[src/rtl/alu_req_arbiter_if.sv]
// Bus bundle for alu_req_arbiter: two requester channels, the shared ALU
// operand/result port and the response channel.
// slave modport is the arbiter's view; master modport is the surrounding
// logic (requesters, ALU and response consumer).
interface alu_req_arbiter_if #(
  parameter int unsigned WIDTH = 5
);

  // Requester 0
  logic             req0_valid;
  logic             req0_ready;
  logic [WIDTH-1:0] req0_a;
  logic [WIDTH-1:0] req0_b;
  logic             req0_op;

  // Requester 1
  logic             req1_valid;
  logic             req1_ready;
  logic [WIDTH-1:0] req1_a;
  logic [WIDTH-1:0] req1_b;
  logic             req1_op;

  // Shared ALU
  logic [WIDTH-1:0] alu_a;
  logic [WIDTH-1:0] alu_b;
  logic             alu_op;
  logic [WIDTH-1:0] alu_result;
  logic             alu_cf;
  logic             alu_sf;
  logic             alu_zf;

  // Response channel
  logic             rsp_valid;
  logic             rsp_ready;
  logic             rsp_id;
  logic [WIDTH-1:0] rsp_result;
  logic [2:0]       rsp_flags;

  modport slave (
    input  req0_valid, req0_a, req0_b, req0_op,
    output req0_ready,
    input  req1_valid, req1_a, req1_b, req1_op,
    output req1_ready,
    output alu_a, alu_b, alu_op,
    input  alu_result, alu_cf, alu_sf, alu_zf,
    output rsp_valid, rsp_id, rsp_result, rsp_flags,
    input  rsp_ready
  );

  modport master (
    output req0_valid, req0_a, req0_b, req0_op,
    input  req0_ready,
    output req1_valid, req1_a, req1_b, req1_op,
    input  req1_ready,
    input  alu_a, alu_b, alu_op,
    output alu_result, alu_cf, alu_sf, alu_zf,
    input  rsp_valid, rsp_id, rsp_result, rsp_flags,
    output rsp_ready
  );

endinterface

[src/rtl/alu_req_arbiter.sv]
// Round-robin sharing of one combinational ALU between two requesters.
// Sequence per operation: IDLE (grant + operand capture) -> EXEC (ALU settles,
// result captured) -> RESP (hold response until consumer accepts).
// Optional feature macro: ALU_GRANT_COUNT_EN adds saturating 8-bit per-requester
// grant counters on grant_cnt0_o / grant_cnt1_o.
module alu_req_arbiter #(
  parameter int unsigned WIDTH = 5
) (
  input  logic                    clk_i,
  input  logic                    rst_ni,
  alu_req_arbiter_if.slave        bus_io,
`ifdef ALU_GRANT_COUNT_EN
  output logic [7:0]              grant_cnt0_o,
  output logic [7:0]              grant_cnt1_o,
`endif
  output logic                    busy_o
);

  localparam logic [1:0] StIdle = 2'd0;
  localparam logic [1:0] StExec = 2'd1;
  localparam logic [1:0] StResp = 2'd2;

  logic [1:0]       state_q, state_d;
  logic             last_grant_q, last_grant_d;
  logic [WIDTH-1:0] alu_a_q, alu_a_d;
  logic [WIDTH-1:0] alu_b_q, alu_b_d;
  logic             alu_op_q, alu_op_d;
  logic             rsp_id_q, rsp_id_d;
  logic [WIDTH-1:0] rsp_result_q, rsp_result_d;
  logic [2:0]       rsp_flags_q, rsp_flags_d;

  logic idle;
  logic gnt0;
  logic gnt1;

  // Round-robin grant: on contention the requester that did not win last time goes.
  always_comb begin
    idle = (state_q == StIdle);
    gnt0 = idle & bus_io.req0_valid & (~bus_io.req1_valid | last_grant_q);
    gnt1 = idle & bus_io.req1_valid & (~bus_io.req0_valid | ~last_grant_q);
  end

  // Next-state and datapath capture for the IDLE/EXEC/RESP sequence.
  always_comb begin
    state_d      = state_q;
    last_grant_d = last_grant_q;
    alu_a_d      = alu_a_q;
    alu_b_d      = alu_b_q;
    alu_op_d     = alu_op_q;
    rsp_id_d     = rsp_id_q;
    rsp_result_d = rsp_result_q;
    rsp_flags_d  = rsp_flags_q;
    case (state_q)
      StIdle: begin
        if (gnt0 || gnt1) begin
          state_d      = StExec;
          last_grant_d = gnt1;
          rsp_id_d     = gnt1;
          alu_a_d      = gnt1 ? bus_io.req1_a  : bus_io.req0_a;
          alu_b_d      = gnt1 ? bus_io.req1_b  : bus_io.req0_b;
          alu_op_d     = gnt1 ? bus_io.req1_op : bus_io.req0_op;
        end
      end
      StExec: begin
        // Operands have been stable on the ALU for a full cycle here.
        rsp_result_d = bus_io.alu_result;
        rsp_flags_d  = {bus_io.alu_cf, bus_io.alu_sf, bus_io.alu_zf};
        state_d      = StResp;
      end
      StResp: begin
        if (bus_io.rsp_ready) begin
          state_d = StIdle;
        end
      end
      default: begin
        state_d = StIdle;
      end
    endcase
  end

  // State and captured operand/response registers.
  always_ff @(posedge clk_i or negedge rst_ni) begin
    if (!rst_ni) begin
      state_q      <= StIdle;
      last_grant_q <= 1'b1;  // requester 0 wins the first contention
      alu_a_q      <= '0;
      alu_b_q      <= '0;
      alu_op_q     <= 1'b0;
      rsp_id_q     <= 1'b0;
      rsp_result_q <= '0;
      rsp_flags_q  <= '0;
    end else begin
      state_q      <= state_d;
      last_grant_q <= last_grant_d;
      alu_a_q      <= alu_a_d;
      alu_b_q      <= alu_b_d;
      alu_op_q     <= alu_op_d;
      rsp_id_q     <= rsp_id_d;
      rsp_result_q <= rsp_result_d;
      rsp_flags_q  <= rsp_flags_d;
    end
  end

  // Output drive; ready is combinational so the grant completes in one cycle.
  always_comb begin
    bus_io.req0_ready = gnt0;
    bus_io.req1_ready = gnt1;
    bus_io.alu_a      = alu_a_q;
    bus_io.alu_b      = alu_b_q;
    bus_io.alu_op     = alu_op_q;
    bus_io.rsp_valid  = (state_q == StResp);
    bus_io.rsp_id     = rsp_id_q;
    bus_io.rsp_result = rsp_result_q;
    bus_io.rsp_flags  = rsp_flags_q;
    busy_o            = ~idle;
  end

`ifdef ALU_GRANT_COUNT_EN
  logic [7:0] grant_cnt0_q;
  logic [7:0] grant_cnt1_q;

  // Saturating per-requester grant counters.
  always_ff @(posedge clk_i or negedge rst_ni) begin
    if (!rst_ni) begin
      grant_cnt0_q <= '0;
      grant_cnt1_q <= '0;
    end else begin
      if (gnt0 && (grant_cnt0_q != 8'hff)) begin
        grant_cnt0_q <= grant_cnt0_q + 8'd1;
      end
      if (gnt1 && (grant_cnt1_q != 8'hff)) begin
        grant_cnt1_q <= grant_cnt1_q + 8'd1;
      end
    end
  end

  assign grant_cnt0_o = grant_cnt0_q;
  assign grant_cnt1_o = grant_cnt1_q;
`endif

  // Grants are exclusive and only issued from IDLE.
  a_one_grant: assert property (@(posedge clk_i) disable iff (!rst_ni) !(gnt0 && gnt1));
  a_grant_idle: assert property (@(posedge clk_i) disable iff (!rst_ni)
                                 (gnt0 || gnt1) |-> (state_q == StIdle));

endmodule

[src/flat_wrapper.sv]
// flat-port wrapper written by rule: the top's interface ports become plain ports
module alu_req_arbiter_flat 
#(
  parameter int unsigned WIDTH = 5
)
  (clk_i, rst_ni, busy_o, bus_io_req0_valid, bus_io_req0_a, bus_io_req0_b, bus_io_req0_op, bus_io_req0_ready, bus_io_req1_valid, bus_io_req1_a, bus_io_req1_b, bus_io_req1_op, bus_io_req1_ready, bus_io_alu_a, bus_io_alu_b, bus_io_alu_op, bus_io_alu_result, bus_io_alu_cf, bus_io_alu_sf, bus_io_alu_zf, bus_io_rsp_valid, bus_io_rsp_id, bus_io_rsp_result, bus_io_rsp_flags, bus_io_rsp_ready);
  alu_req_arbiter_if #(.WIDTH(WIDTH)) bus_io_i ();
  input  logic clk_i;
  input  logic rst_ni;
  output logic busy_o;
  input wire logic [$bits(bus_io_i.req0_valid)-1:0] bus_io_req0_valid;
  input wire logic [$bits(bus_io_i.req0_a)-1:0] bus_io_req0_a;
  input wire logic [$bits(bus_io_i.req0_b)-1:0] bus_io_req0_b;
  input wire logic [$bits(bus_io_i.req0_op)-1:0] bus_io_req0_op;
  output wire logic [$bits(bus_io_i.req0_ready)-1:0] bus_io_req0_ready;
  input wire logic [$bits(bus_io_i.req1_valid)-1:0] bus_io_req1_valid;
  input wire logic [$bits(bus_io_i.req1_a)-1:0] bus_io_req1_a;
  input wire logic [$bits(bus_io_i.req1_b)-1:0] bus_io_req1_b;
  input wire logic [$bits(bus_io_i.req1_op)-1:0] bus_io_req1_op;
  output wire logic [$bits(bus_io_i.req1_ready)-1:0] bus_io_req1_ready;
  output wire logic [$bits(bus_io_i.alu_a)-1:0] bus_io_alu_a;
  output wire logic [$bits(bus_io_i.alu_b)-1:0] bus_io_alu_b;
  output wire logic [$bits(bus_io_i.alu_op)-1:0] bus_io_alu_op;
  input wire logic [$bits(bus_io_i.alu_result)-1:0] bus_io_alu_result;
  input wire logic [$bits(bus_io_i.alu_cf)-1:0] bus_io_alu_cf;
  input wire logic [$bits(bus_io_i.alu_sf)-1:0] bus_io_alu_sf;
  input wire logic [$bits(bus_io_i.alu_zf)-1:0] bus_io_alu_zf;
  output wire logic [$bits(bus_io_i.rsp_valid)-1:0] bus_io_rsp_valid;
  output wire logic [$bits(bus_io_i.rsp_id)-1:0] bus_io_rsp_id;
  output wire logic [$bits(bus_io_i.rsp_result)-1:0] bus_io_rsp_result;
  output wire logic [$bits(bus_io_i.rsp_flags)-1:0] bus_io_rsp_flags;
  input wire logic [$bits(bus_io_i.rsp_ready)-1:0] bus_io_rsp_ready;
  assign bus_io_i.req0_valid = bus_io_req0_valid;
  assign bus_io_i.req0_a = bus_io_req0_a;
  assign bus_io_i.req0_b = bus_io_req0_b;
  assign bus_io_i.req0_op = bus_io_req0_op;
  assign bus_io_req0_ready = bus_io_i.req0_ready;
  assign bus_io_i.req1_valid = bus_io_req1_valid;
  assign bus_io_i.req1_a = bus_io_req1_a;
  assign bus_io_i.req1_b = bus_io_req1_b;
  assign bus_io_i.req1_op = bus_io_req1_op;
  assign bus_io_req1_ready = bus_io_i.req1_ready;
  assign bus_io_alu_a = bus_io_i.alu_a;
  assign bus_io_alu_b = bus_io_i.alu_b;
  assign bus_io_alu_op = bus_io_i.alu_op;
  assign bus_io_i.alu_result = bus_io_alu_result;
  assign bus_io_i.alu_cf = bus_io_alu_cf;
  assign bus_io_i.alu_sf = bus_io_alu_sf;
  assign bus_io_i.alu_zf = bus_io_alu_zf;
  assign bus_io_rsp_valid = bus_io_i.rsp_valid;
  assign bus_io_rsp_id = bus_io_i.rsp_id;
  assign bus_io_rsp_result = bus_io_i.rsp_result;
  assign bus_io_rsp_flags = bus_io_i.rsp_flags;
  assign bus_io_i.rsp_ready = bus_io_rsp_ready;
  alu_req_arbiter #(.WIDTH(WIDTH)) u_core (.clk_i(clk_i), .rst_ni(rst_ni), .bus_io(bus_io_i), .busy_o(busy_o));
endmodule
[config.mk]
export PLATFORM = sky130hd
export DESIGN_NAME = alu_req_arbiter_flat
export DESIGN_NICKNAME = d
export VERILOG_FILES = /design/src/rtl/alu_req_arbiter_if.sv /design/src/rtl/alu_req_arbiter.sv /design/src/flat_wrapper.sv
export SDC_FILE = /design/constraint.sdc
export NUM_CORES = 1
export LEC_CHECK = 0
export CORE_MARGIN = 4
export CORE_UTILIZATION = 41
export CTS_CLUSTER_DIAMETER = 120
export DETAILED_ROUTE_END_ITERATION = 8
export PLACE_DENSITY = 0.93
export SYNTH_ARGS = -nofsm -noshare
export SYNTH_HDL_FRONTEND = slang
export SYNTH_SLANG_ARGS = --single-unit
[constraint.sdc]
create_clock -name clk_i -period 2.55 [get_ports clk_i]
set_input_delay 0.765 -clock clk_i [delete_from_list [all_inputs] [get_ports clk_i]]
set_output_delay 0.765 -clock clk_i [all_outputs]
set_load 0.02 [all_outputs]
==> flow_summary.json <==
{
  "wl_per_cell_um": 15.6,
  "port_buffers": 58,
  "outcome": "complete, no violations",
  "grt_pass1_wl_um": 4820,
  "ios": 59,
  "seq_area_frac_synth_pct": 53.0,
  "powerDensity_mw_per_mm2": 1180,
  "synth_most_common_cell": "dfrtp_1",
  "min_period_ns": 2.44,
  "reg2reg_depth": 6,
  "grt_max_degree": 14,
  "final_core_util_pct": 70.1,
  "synth_cell_types": 21,
  "clock_tree.root_cell": "clkbuf_4",
  "endpoint_kind": "output port",
  "path_delay_family": "buffers and inverters",
  "coreArea_sq_mm": 0.00250,
  "die-height_um": 59.5,
  "critical_path_cell_count": 4,
  "synth-seq-cells": 23,
  "overflow": 0,
  "path_buf_inv": 3,
  "start_kind": "flip-flop",
  "viasPerCell": 5.36,
  "final.setup.tns_ns": 0,
  "synth-edff-count": 0,
  "dp_hpwl_um": 2340,
  "crit_fanout": 4,
  "n_fill_cell": 181,
  "clock_latency_ns": 0.30,
  "wl_um": 2880,
  "cp_data_arrival_time_ns": 1.67,
  "dieWidth_um": 59.5,
  "rsz0062_at_grt": "false",
  "cellLeakagePower_uw": 0.000777,
  "ant_nets": 0,
  "clockBufferDepth": 2,
  "cts_resized": 8,
  "vias": 986,
  "syn_to_final_growth_pct": 61.0,
  "drt_iter0_markers": 21,
  "worstMarginPinSlew_ns": 0.560,
  "maxSlewViolCount": 0,
  "rows": 18,
  "post_cts_buffers": 0,
  "crit_chain": "nor2_1, buf_4, inv_1, clkdlybuf4s50_1",
  "postCtsHoldBufs": 0,
  "synth_common_cells": "dfrtp_1 (22), a221o_1 (11), nor3b_1 (11), mux2_2 (8)",
  "post-route-drc-count": 0,
  "gp_congestion": 0.819,
  "clkSinkCount": 23,
  "slew_headroom_pct": 62.5,
  "hold_path_depth": 1,
  "synth.top_cell.area_share_pct": 50.6,
  "track_usage_pct": 17.9,
  "ir_drop_uv": 811,
  "path_clk_slew_ns": 0.11,
  "setup_viol": 0,
  "fin_nets": 190,
  "drt-pass1-iter-count": 4,
  "initial_core_util_pct": 43.5,
  "synth_nets": 125,
  "ys.warnings.count": 0,
  "fin_skew_ns": 0.00853,
  "syn_inst": 90,
  "n_antenna_cell": 0,
  "hold_class": "flip-flop to flip-flop",
  "syn_avg_cell_area_sq_um": 12.1,
  "antenna_found_initial": 0,
  "syn_area_sq_mm": 0.00109,
  "hold_violations": 0,
  "htree_levels": 1,
  "synth_ff_type": "dfrtp_1",
  "async_flop_share_pct": 100,
  "synth.area.top_cells": "dfrtp_1 (51%), a221o_1 (10%), mux2_2 (8.3%), nor3b_1 (7.6%), and3_2 (4.1%)",
  "slowest_delay_ns": 0.61,
  "post-route-period-util_pct": 95.6,
  "maxCapViolCount": 0,
  "grt_pass1_vias": 1048,
  "cts_tree": "built",
  "critical_path_class": "flip-flop to output port",
  "die-area_sq_mm": 0.00354,
  "fmax_ghz": 0.410,
  "worstPathRequired_ns": 1.79,
  "critPathSlowestCell": "clkdlybuf4s50_1",
  "drive_gt1_share_pct": 21.4,
  "post-synth-top-area-cell": "dfrtp_1",
  "numCtsBuffers": 3
}
[flip-flops by register name, indices dropped and copies added, names as in the netlist]
signal and cells:
u_core.bus_io.rsp_flags 3, u_core.bus_io.alu_a 5, u_core.bus_io.alu_b 5, u_core.bus_io.rsp_id 1, u_core.bus_io.alu_op 1, u_core.bus_io.rsp_result 5, u_core.state_q 2, u_core.last_grant_q 1
[cells by family after synthesis]
| kind of cell | synth area share, % |
|---|---|
| flip-flops | 53.0 |
| buffers and inverters | 5.40 |
| AND/OR/NAND/NOR | 21.4 |
| multiplexers | 8.28 |
| AO/OA/AOI/OAI | 12.0 |
[per-stage QoR]
step	area (sq um)	worst slack, ns	hold slack (ns)	total power [uW]	cells
floorplan	1090	0.447	0.469	1370	90
global placement	1730	-0.408	0.485	1890	180
detailed placement	1730	-0.438	0.497	1940	180
CTS	1750	-0.0486	0.523	2090	184
global route	1750	0.00237	0.538	2220	184
finish	1750	0.112	0.520	2080	184
[power by group]
part           total [uW]  leakage (uW)  internal, uW  switching [uW]
Combinational        1230      0.000491           644             587
Clock                 157     0.0000150          60.8            95.8
Sequential            689      0.000271           561             128
[path summary, 6_finish.rpt]
check	start	to	slack, ns
setup / recovery	u_core.state_q[0]	busy_o	0.11
hold / removal	u_core.bus_io.rsp_result[3]	u_core.bus_io.rsp_result[3]	0.52
setup reg to reg	u_core.state_q[0]	u_core.bus_io.alu_b[1]	1.10
hold reg to reg	u_core.bus_io.rsp_result[3]	u_core.bus_io.rsp_result[3]	0.52
max in group asynchronous	rst_ni	u_core.state_q[1]	1.15
min in group asynchronous	rst_ni	u_core.bus_io.alu_b[2]	0.82
[layout make-up]
class | instances | area (sq um) | area share (%)
Multi-Input combinational cell | 56 | 453 | 25.8
Timing Repair Buffer | 67 | 643 | 36.7
Sequential cell | 23 | 578 | 33.0
Inverter | 4 | 15.0 | 0.857
Clock buffer | 4 | 26.3 | 1.50
Tap cell | 30 | 37.5 | 2.14
[layout by cell type (no fill, tap or decap), types with 2 or more instances in the layout]
cell	instances
clkbuf_4	3
buf_4	10
and3_1	6
a221o_1	11
nor2_1	5
mux2_2	8
nor3b_1	11
and3_2	6
dfrtp_1	21
inv_1	4
nand2b_1	2
clkdlybuf4s50_1	55
[metal layers]
metal / up-vias / part of all wire, % / wire (um) / GRT usage [%]
met5: - / 0 / 0 / 0
met4: 0 / 0.97 / 28 / 3.80
met3: 4 / 12 / 341 / 7.19
met2: 51 / 47 / 1340 / 29.5
met1: 473 / 40 / 1160 / 22.0
li1: 458 / - / - / -
Power figures use the tool's default switching activity.
==> RTL edit 1 (config.mk and constraints unchanged) <==
`WIDTH` is set to 5 in 3 places; all go to 4.
--- a/src/rtl/alu_req_arbiter_if.sv
+++ b/src/rtl/alu_req_arbiter_if.sv
@@ -5,3 +5,3 @@
 interface alu_req_arbiter_if #(
-  parameter int unsigned WIDTH = 5
+  parameter int unsigned WIDTH = 4
 );
--- a/src/rtl/alu_req_arbiter.sv
+++ b/src/rtl/alu_req_arbiter.sv
@@ -6,3 +6,3 @@
 module alu_req_arbiter #(
-  parameter int unsigned WIDTH = 5
+  parameter int unsigned WIDTH = 4
 ) (
--- a/src/flat_wrapper.sv
+++ b/src/flat_wrapper.sv
@@ -3,3 +3,3 @@
 #(
-  parameter int unsigned WIDTH = 5
+  parameter int unsigned WIDTH = 4
 )
Ports: changed (8 resized); port bits go from 59 to 51. The function was not compared with the original's and may differ.
==> RTL edit 1 against the original RTL <==
Critical path depth fell by 1. Critical endpoint unchanged. Fmax is 0.39% higher. Sequential cell count is 3 lower. Wire length shrank 8.4%. Setup slack improved by 0.0096 ns. Area after synthesis decreased by 11%. Critical path type unchanged. Largest cell class unchanged. Total power shrank 7.9%. Final area shrank 8.7%. Worst hold slack worse by 0.015 ns.
==> RTL edit 1: results <==
metrics = {
    "drt": {
        "routed.top_layer": "met3",
        "vias": 902,
        "vias_per_cell": 5.214,
    },
    "placed_design": {
        "dpl.hpwl_mm": 2.024,
        "post_dp_cell_area_mm2": 0.001544,
        "gp_congestion": 0.7274,
        "place_ws_ns": -0.5113,
        "port_buffers": 50,
    },
    "status": {
        "status": "finished clean",
    },
    "timing": {
        "clock-skew-final_ns": 0.007933,
        "slew_headroom_pct": 65.84,
    },
    "grt": {
        "grt_pass1_vias": 942,
        "grtUsageMet3_pct": 4.828,
        "track_usage_pct": 17.19,
        "met1_usage_pct": 18.81,
        "grt_pass1_wl_mm": 4.243,
        "grtUsageMet2_pct": 31.68,
        "grt_max_degree": 12,
    },
    "finish": {
        "n_fill_cell": 165,
        "regArea_um2": 501.7,
        "syn_to_final_growth_pct": 65.03,
        "signal_buffers": 60,
        "n_all_inverters": 13,
        "multi_input_gates": 48,
    },
    "worst_setup_path": {
        "worst-path-max-fanout": 10,
        "reg2reg_slack_ns": 1.20,
        "r2r_cells": 4,
        "cp-startpoint": "u_core.state_q[1]",
        "critical_path.max_stage_delay_ns": 0.56,
        "timing.rr.end": "u_core.bus_io.alu_a[1]",
    },
    "cts": {
        "cts_resized": 9,
    },
    "yosys": {
        "syn-num-nets": 114,
        "ys_seq_area_share_pct": 51.74,
    },
    "power_and_ir_drop": {
        "irDropWorstVdd_v": 0.0008091,
        "p_sw_uw": 765.4,
    },
}
==> RTL edit 1: cell count changes after synthesis, moves of 3 or more <==
cell,change
a221o_1,-11
nor3b_1,-10
nand3_1,+9
o21ai_0,+9
inv_1,+8
o311ai_2,+8
and3_1,-6
and3_2,-6
dfrtp_1,-3
nor2_1,-3
==> RTL edit 1: kinds of logic (layout without fill, tap and decap cells) <==
family | count (synthesis) | count (layout) | share of synthesized area, %
AO/OA/AOI/OAI | 23 | 23 | 22.32
flip-flops | 20 | 20 | 51.74
buffers and inverters | 16 | 77 | 7.225
AND/OR/NAND/NOR | 18 | 18 | 10.58
multiplexers | 7 | 7 | 8.128
==> RTL edit 1: power by group through the flow <==
stage                     registers (uW)  logic [uW]  clock network [uW]
after floorplan                      752         459                   0
after global placement               582        1100                   0
after detailed placement             591        1130                   0
after CTS                            588        1140                 186
after global routing                 615        1220                 202
final                                594        1140                 180
==> RTL edit 2 (same flow settings) <==
Without the edit above. Take the reset off `rsp_result_q` and load it in a clocked block of its own.
--- a/src/rtl/alu_req_arbiter.sv
+++ b/src/rtl/alu_req_arbiter.sv
@@ -89,3 +89,2 @@
       rsp_id_q     <= 1'b0;
-      rsp_result_q <= '0;
       rsp_flags_q  <= '0;
@@ -98,5 +97,8 @@
       rsp_id_q     <= rsp_id_d;
-      rsp_result_q <= rsp_result_d;
       rsp_flags_q  <= rsp_flags_d;
     end
+  end
+
+  always_ff @(posedge clk_i) begin
+    rsp_result_q <= rsp_result_d;
   end
Formal check against the unedited RTL: differs if rst_ni is asserted again (counterexample within 4 cycles, from zero or initial values and one cycle with rst_ni low); with rst_ni held inactive, the same outputs for 10 cycles.
==> RTL edit 2 against the original RTL <==
Critical path depth is the same. Synthesized cell count down 5.6%. Wire length is 3.8% lower. Clock skew fell by 0.0023 ns. Sequential cell count stayed put. Setup slack improved by 0.0047 ns. Area after synthesis shrank 3.1%. Total power fell by 7.0%. Final area down 1.9%. Critical endpoint unchanged. Largest cell class unchanged. Highest routed layer unchanged.
==> RTL edit 2: results <==
metrics = {
    "finish": {
        "drive_gt1_share_pct": 18.00,
        "regArea_um2": 601.8,
        "n_fill_cell": 163,
        "nets": 186,
        "antenna_cells": 0,
    },
    "cts": {
        "root_buffer": "clkbuf_4",
        "cts-buffers-inserted": 3,
        "clock_path_buffers": 2,
        "htree_levels": 1,
        "clk_pin_slew_worst_paths_ns": 0.13,
    },
    "yosys": {
        "synth.avg_cell_area_um2": 12.41,
        "synth_common_cells": "dfrtp_1 (17), a221o_1 (11), nor3b_1 (11)",
        "ys_seq_area_share_pct": 57.06,
        "synthFlopType": "dfrtp_1",
        "syn-num-nets": 120,
        "synth_edf_count": 5,
        "ys_types": 22,
        "async_reset_ff_share_pct": 78.26,
        "synth_area_leaders": "dfrtp_1 (40%), edfxtp_1 (14%), a221o_1 (10%)",
    },
    "grt": {
        "track_usage_pct": 17.03,
        "grt_max_degree": 19,
        "grt_pass1_vias": 1014,
        "grt_pass1_wl_mm": 4.464,
    },
    "drt": {
        "drt_iter0_drc": 16,
        "wl_mm": 2.767,
        "vias_per_cell": 5.306,
        "vias": 955,
    },
    "status": {
        "status": "finished clean",
    },
    "placed_design": {
        "dpl.hpwl_mm": 2.162,
        "post_dp_cell_area_mm2": 0.001702,
        "port_buffers": 58,
        "place_ws_ns": -0.4477,
        "gp_congestion": 0.7305,
        "dp_cells": 176,
    },
    "worst_hold_path": {
        "hold_class": "flip-flop to flip-flop",
        "min_from": "u_core.bus_io.rsp_id",
        "holdPathStages": 2,
        "hold-path-endpoint": "u_core.bus_io.rsp_id",
    },
    "worst_setup_path": {
        "reg2reg_slack_ns": 1.09,
        "critical_path.max_stage_delay_ns": 0.60,
        "worstSetupPathType": "flip-flop to output port",
        "endpoint": "busy_o",
        "arrival_ns": 1.67,
        "timing.rr.end": "u_core.bus_io.alu_a[1]",
        "worst-path-max-fanout": 4,
        "r2r_cells": 6,
    },
    "timing": {
        "clock-skew-final_ns": 0.006255,
        "hold_slack_ns": 0.5202,
        "slew_headroom_pct": 65.79,
        "fmax_ghz": 0.4110,
    },
    "power_and_ir_drop": {
        "irDropWorstVdd_v": 0.0009510,
        "combPwrFrac_pct": 56.8,
        "p_leak_uw": 0.0007496,
        "seq_cell_power_uw": 664,
        "p_sw_uw": 750.1,
        "pwr-share-clk_pct": 8.8,
    },
}
-- RTL edit 2: timing repair --
action	4_1_cts	5_1_grt
endpoints found under the setup margin	2	0
resized for setup	10	0
setup buffers	0	0
-- RTL edit 2: kinds of logic after synthesis --
family | Yosys count | synth area share (%)
flops | 23 | 57.06
simple gates | 34 | 21.95
mux | 3 | 3.203
buf+inv | 11 | 5.456
compound gates | 14 | 12.34
-- RTL edit 2: area by class of cell --
type,count,area share [%]
Sequential cell,23,34.98
Inverter,5,1.091
Clock buffer,3,1.309
Clock inverter,1,0.2909
Multi-Input combinational cell,51,22.98
Timing Repair Buffer,67,37.16
Tap cell,30,2.182
-- RTL edit 2: layer usage --
layer	wire length (um)	part of all wire (%)	vias up	global-route usage [%]
li1	-	-	446	-
met1	1123	41	450	20.68
met2	1308	47	54	27.13
met3	302	11	5	6.140
met4	33	1.2	0	7.443
met5	0	0	-	0
